File: src/rtl/load_store_unit.sv
// load_store_unit: one RV32I load/store per op over a req/gnt/rvalid data-memory port.
module load_store_unit #(
  parameter int DWIDTH = 32,
  parameter int AWIDTH = 32
) (
  input  logic              clk,
  input  logic              reset,
  input  logic              req_valid_i,
  output logic              req_ready_o,
  input  logic              is_store_i,
  input  logic [AWIDTH-1:0] addr_i,
  input  logic [DWIDTH-1:0] wdata_i,
  input  logic [2:0]        funct3_i,
  output logic              resp_valid_o,
  output logic              resp_err_o,
  output logic [DWIDTH-1:0] rdata_o,
  output logic              mem_req_o,
  output logic              mem_we_o,
  output logic [AWIDTH-1:0] mem_addr_o,
  output logic [3:0]        mem_be_o,
  output logic [DWIDTH-1:0] mem_wdata_o,
  input  logic              mem_gnt_i,
  input  logic              mem_rvalid_i,
  input  logic [DWIDTH-1:0] mem_rdata_i
);
  typedef enum logic [1:0] {IDLE, REQ, WAIT, RESP} state_t;
  state_t state, state_n;
  logic we_q, err_q, accept, legal, mis, err;
  logic [2:0] f3_q;
  logic [1:0] off_q;
  logic [3:0] be_q, be;
  logic [AWIDTH-1:0] addr_q;
  logic [DWIDTH-1:0] wd_q, rd_q, wd, sh, ext;
  assign accept = req_valid_i && req_ready_o;
  assign legal  = is_store_i ? funct3_i < 3'd3 : (funct3_i != 3'd3 && funct3_i < 3'd6);
  assign mis    = (funct3_i[1:0] == 2'd1 && addr_i[0]) || (funct3_i[1:0] == 2'd2 && addr_i[1:0] != 2'd0);
  assign err    = !legal || mis;
  assign be     = funct3_i[1:0] == 2'd0 ? 4'b0001 << addr_i[1:0] :
                  funct3_i[1:0] == 2'd1 ? (addr_i[1] ? 4'b1100 : 4'b0011) : 4'b1111;
  assign wd     = !is_store_i ? '0 :
                  funct3_i[1:0] == 2'd0 ? {4{wdata_i[7:0]}} :
                  funct3_i[1:0] == 2'd1 ? {2{wdata_i[15:0]}} : wdata_i;
  // Bring the addressed lane down to bit 0, then extend; f3[2] selects unsigned.
  assign sh     = mem_rdata_i >> {off_q, 3'b000};
  assign ext    = f3_q[1:0] == 2'd0 ? {{24{~f3_q[2] & sh[7]}}, sh[7:0]} :
                  f3_q[1:0] == 2'd1 ? {{16{~f3_q[2] & sh[15]}}, sh[15:0]} : sh;
  always_comb begin
    state_n = state;
    state_n = state == IDLE ? (req_valid_i ? (err ? RESP : REQ) : IDLE) :
              state == REQ  ? (mem_gnt_i ? (we_q ? RESP : WAIT) : REQ) :
              state == WAIT ? (mem_rvalid_i ? RESP : WAIT) : IDLE;
  end
  always_ff @(posedge clk) begin
    if (reset) begin
      state  <= IDLE;
      we_q   <= 1'b0;
      err_q  <= 1'b0;
      f3_q   <= '0;
      off_q  <= '0;
      be_q   <= '0;
      addr_q <= '0;
      wd_q   <= '0;
      rd_q   <= '0;
    end else begin
      state <= state_n;
      if (accept) begin
        we_q   <= is_store_i;
        err_q  <= err;
        f3_q   <= funct3_i;
        off_q  <= addr_i[1:0];
        be_q   <= err ? 4'b0000 : be;
        addr_q <= {addr_i[AWIDTH-1:2], 2'b00};
        wd_q   <= wd;
      end
      if (state == WAIT && mem_rvalid_i) rd_q <= ext;
    end
  end
  assign req_ready_o  = state == IDLE;
  assign mem_req_o    = state == REQ;
  assign resp_valid_o = state == RESP;
  assign resp_err_o   = resp_valid_o && err_q;
  assign rdata_o      = (resp_valid_o && !err_q && !we_q) ? rd_q : '0;
  assign mem_we_o     = we_q;
  assign mem_addr_o   = addr_q;
  assign mem_be_o     = be_q;
  assign mem_wdata_o  = wd_q;
endmodule

File: config.mk
export PLATFORM = sky130hd
export DESIGN_NAME = load_store_unit
export DESIGN_NICKNAME = d
export VERILOG_FILES = /design/src/rtl/load_store_unit.sv
export SDC_FILE = /design/constraint.sdc
export NUM_CORES = 1
export LEC_CHECK = 0
export BUFFER_PORTS_ARGS = -buffer_cell sky130_fd_sc_hd__buf_4
export CAP_MARGIN = 10
export CORE_ASPECT_RATIO = 2
export CORE_MARGIN = 2
export CORE_UTILIZATION = 48
export DETAILED_ROUTE_END_ITERATION = 16
export PLACE_DENSITY = 0.8
export SLEW_MARGIN = 10
export SYNTH_ARGS = -nofsm -noshare
export SYNTH_HDL_FRONTEND = slang
export SYNTH_SLANG_ARGS = --single-unit
File: constraint.sdc
create_clock -name clk -period 5.1 [get_ports clk]
set_input_delay 1.02 -clock clk [delete_from_list [all_inputs] [get_ports clk]]
set_output_delay 1.02 -clock clk [all_outputs]
set_load 0.005 [all_outputs]
==> flow_metrics.py <==
metrics = {
    "grt": {
        "grt_start_max_net_pins": 106,
        "antenna_found_initial": 0,
        "grt_pass1_vias": 5336,
        "gr-total-overflow": 0,
        "grt_pass1_wl_um": 25300,
        "grt_usage": 0.272,
    },
    "cells_and_area": {
        "nNetsFinal": 938,
        "area_growth_pct": 34.2,
        "post-route-util": 0.663,
        "drive_above_1_share": 0.314,
        "diodes": 0,
    },
    "yosys": {
        "ys_ff_latch": 107,
        "synth.top_cell.area_share": 0.414,
        "syn-instance-count": 670,
        "synth_area_leaders": "dfxtp_1 41%, nand2_1 11%, a21oi_1 9.1%",
        "yosysMostFrequentCell": "nand2_1",
        "synth_ff_type": "dfxtp_1",
        "synthArstFlopShare": 0,
        "synth-edff-count": 0,
        "synth.avg_cell_area_um2": 7.72,
        "netlist_area_um2": 5170,
        "synth_cell_types": 38,
        "synthTopCellsByCount": "150 x nand2_1, 107 x dfxtp_1, 94 x a21oi_1, 39 x clkbuf_1, 32 x nor2_1",
        "synth_top_cell_by_area": "dfxtp_1",
        "ys_seq_area_frac": 0.414,
        "yosys_warnings": 0,
    },
    "timing": {
        "finalCriticalPeriod_ns": 3.33,
        "fin_crit_sh": 0.652,
        "fin_tns_setup_ns": 0,
        "slew_violations": 0,
        "fmax_mhz": 301,
        "rsz0062_at_grt": "false",
        "relSlewSlack": 0.268,
        "hold_viol": 0,
        "setup_viol": 0,
        "skew_ns": 0.0104,
        "tightestPinTransition_ns": 1.10,
    },
    "detailed_routing": {
        "drc": 0,
        "wl_per_cell_um": 16.8,
        "vias": 5442,
        "drt_iter0_markers": 405,
        "first_pass_iters": 5,
        "via_per_inst": 5.59,
        "drt-total-wl_um": 16400,
        "drtAntennaViolNets": 0,
    },
    "worst_setup_path": {
        "start_kind": "flip-flop",
        "rrSetupSlack_ns": 2.65,
        "reg2reg_depth": 4,
        "crit_chain": "nand2_1, nor3_2, and2_1, buf_4",
        "endpoint_kind": "primary output",
        "max_stage_delay_ns": 0.72,
        "cp-endpoint": "rdata_o[12]",
        "cp_max_fo": 18,
        "worst-path-buf-inv": 1,
        "cp.depth": 4,
        "r2r_end": "rd_q[29]",
        "path_class": "flip-flop to primary output",
        "critPathRequiredTime_ns": 4.08,
        "cp_top_family": "simple AND/OR/NAND/NOR gates",
        "slowest_stage": "nor3_2",
        "r2r_start": "f3_q[0]",
        "crit_start": "state[1]",
        "critical_path_arrival_ns": 2.31,
    },
    "clocking": {
        "numCtsBuffers": 9,
        "ctsHoldBuffers": 0,
        "clockBufferDepth": 2,
        "cts_sinks": 107,
        "cts_root_buf": "clkbuf_16",
        "clk_pin_slew_ns": 0.07,
        "htree_levels": 3,
        "post-cts-setup-buffer-count": 0,
        "cts_resized": 0,
        "clkLatencyLatePin_ns": 0.35,
        "tritoncts": "done",
    },
    "status": {
        "status": "completed",
    },
    "floorplanning": {
        "start_util": 0.494,
        "core_area_um2": 10500,
        "row_count": 53,
        "die_w_um": 77.4,
        "io_pins": 210,
        "die_area_um2": 11700,
        "fp.dieH_um": 151,
    },
    "pwr": {
        "ir_worst_vdd_v": 0.000222,
        "power_leakage_nw": 2.91,
        "power_density_nw_per_um2": 297,
        "p_int_mw": 1.44,
        "p_sw_frac": 0.303,
        "clockPowerShare": 0.318,
        "switchingPower_mw": 0.625,
        "seq_power_share": 0.455,
        "combPwrFrac": 0.227,
    },
    "placed_design": {
        "place.gp.congestion": 0.853,
        "hpwl_um": 11800,
        "io_buffers": 207,
    },
    "run": {
        "maxCapViolations": 0,
    },
    "worst_hold_path": {
        "worstHoldStart": "mem_addr_o[20]",
        "worst_hold_path_type": "flip-flop to flip-flop",
    },
}
logic make-up (layout without fill, tap and decap cells):
| logic type | count (synthesis) | after routing | synth area share |
|---|---|---|---|
| multiplexers | 48 | 48 | 0.101 |
| AND/OR/NAND/NOR | 263 | 263 | 0.224 |
| buffers and inverters | 81 | 247 | 0.0696 |
| flip-flops | 107 | 107 | 0.414 |
| AO/OA/AOI/OAI | 170 | 170 | 0.191 |
| other | 1 | 2 | 0.000725 |
layer usage:
layer | vias to the layer above | global-route usage | wire length [µm]
met4 | 0 | 0.182 | 909
met5 | - | 0 | 0
met1 | 2498 | 0.277 | 5560
met2 | 269 | 0.499 | 8850
met3 | 60 | 0.0477 | 1060
li1 | 2615 | - | -
cells in the final DEF (no fill, tap or decap), types with 2 or more instances in the layout:
cell | netlist | final
inv_1 | 19 | 19
o211ai_1 | 7 | 7
nor3_1 | 18 | 17
a21oi_2 | 4 | 4
and2_1 | 18 | 18
nor2_1 | 32 | 32
a22oi_1 | 24 | 24
dfxtp_1 | 107 | 107
mux2_2 | 23 | 23
nand2_1 | 150 | 149
nor3_2 | 1 | 2
o2bb2ai_1 | 7 | 7
nor4_1 | 16 | 16
nand3_1 | 16 | 16
buf_4 | 5 | 213
o21ai_0 | 28 | 28
nor2b_1 | 5 | 5
inv_6 | 0 | 4
clkbuf_16 | 0 | 9
mux2i_1 | 24 | 24
conb_1 | 1 | 2
a21oi_1 | 94 | 94
nand3b_1 | 2 | 2
state kept, by name (all words and copies together), names as in the netlist:
register     flops
mem_we_o         1
rd_q            32
f3_q             3
mem_addr_o      30
state            2
mem_wdata_o     32
err_q            1
mem_be_o         4
off_q            2
tightest hold or removal path: stages, from the launching register on:
cell and delay, ns:
dfxtp_1 0.31, nand2_1 0.05, a21oi_1 0.05
final cells by class:
class,instances,area [µm²]
repair buffers,213,1600
clock buffers,9,225
fillers,943,3530
well taps,137,171
inverters,19,71.3
flip-flops and latches,107,2140
multi-input cells,483,2690
clock inverters,6,47.5
stage by stage:
step                instances  area [µm²]  hold WS (ns)  setup slack (ns)  power, mW
floorplan                 671        5180         0.432              2.78       1.22
finish                    974        6950         0.456              1.77       2.06
CTS                       974        6940         0.459              1.34       2.07
detailed placement        959        6670         0.448              1.71       1.42
global route              974        6950         0.475              1.53       2.16
global placement          959        6670         0.440              1.90       1.40
power by group through the flow:
stage / sequential [mW] / clock (mW) / combinational (mW)
after floorplan: 0.947 / 0 / 0.276
after detailed placement: 0.957 / 0 / 0.463
after global placement: 0.953 / 0 / 0.450
final: 0.939 / 0.657 / 0.468
after global routing: 0.947 / 0.703 / 0.510
after CTS: 0.938 / 0.672 / 0.465
how the worst min path moves through the flow:
stage / end / slack [ns] / depth (start not counted)
after floorplan: rd_q[0] / 0.43 / 2
after global placement: mem_wdata_o[16] / 0.44 / 2
after detailed placement: mem_addr_o[20] / 0.45 / 2
after CTS: mem_addr_o[20] / 0.46 / 2
after global routing: mem_wdata_o[7] / 0.47 / 2
final: mem_addr_o[20] / 0.46 / 2
(Power assumes the default switching activity.)
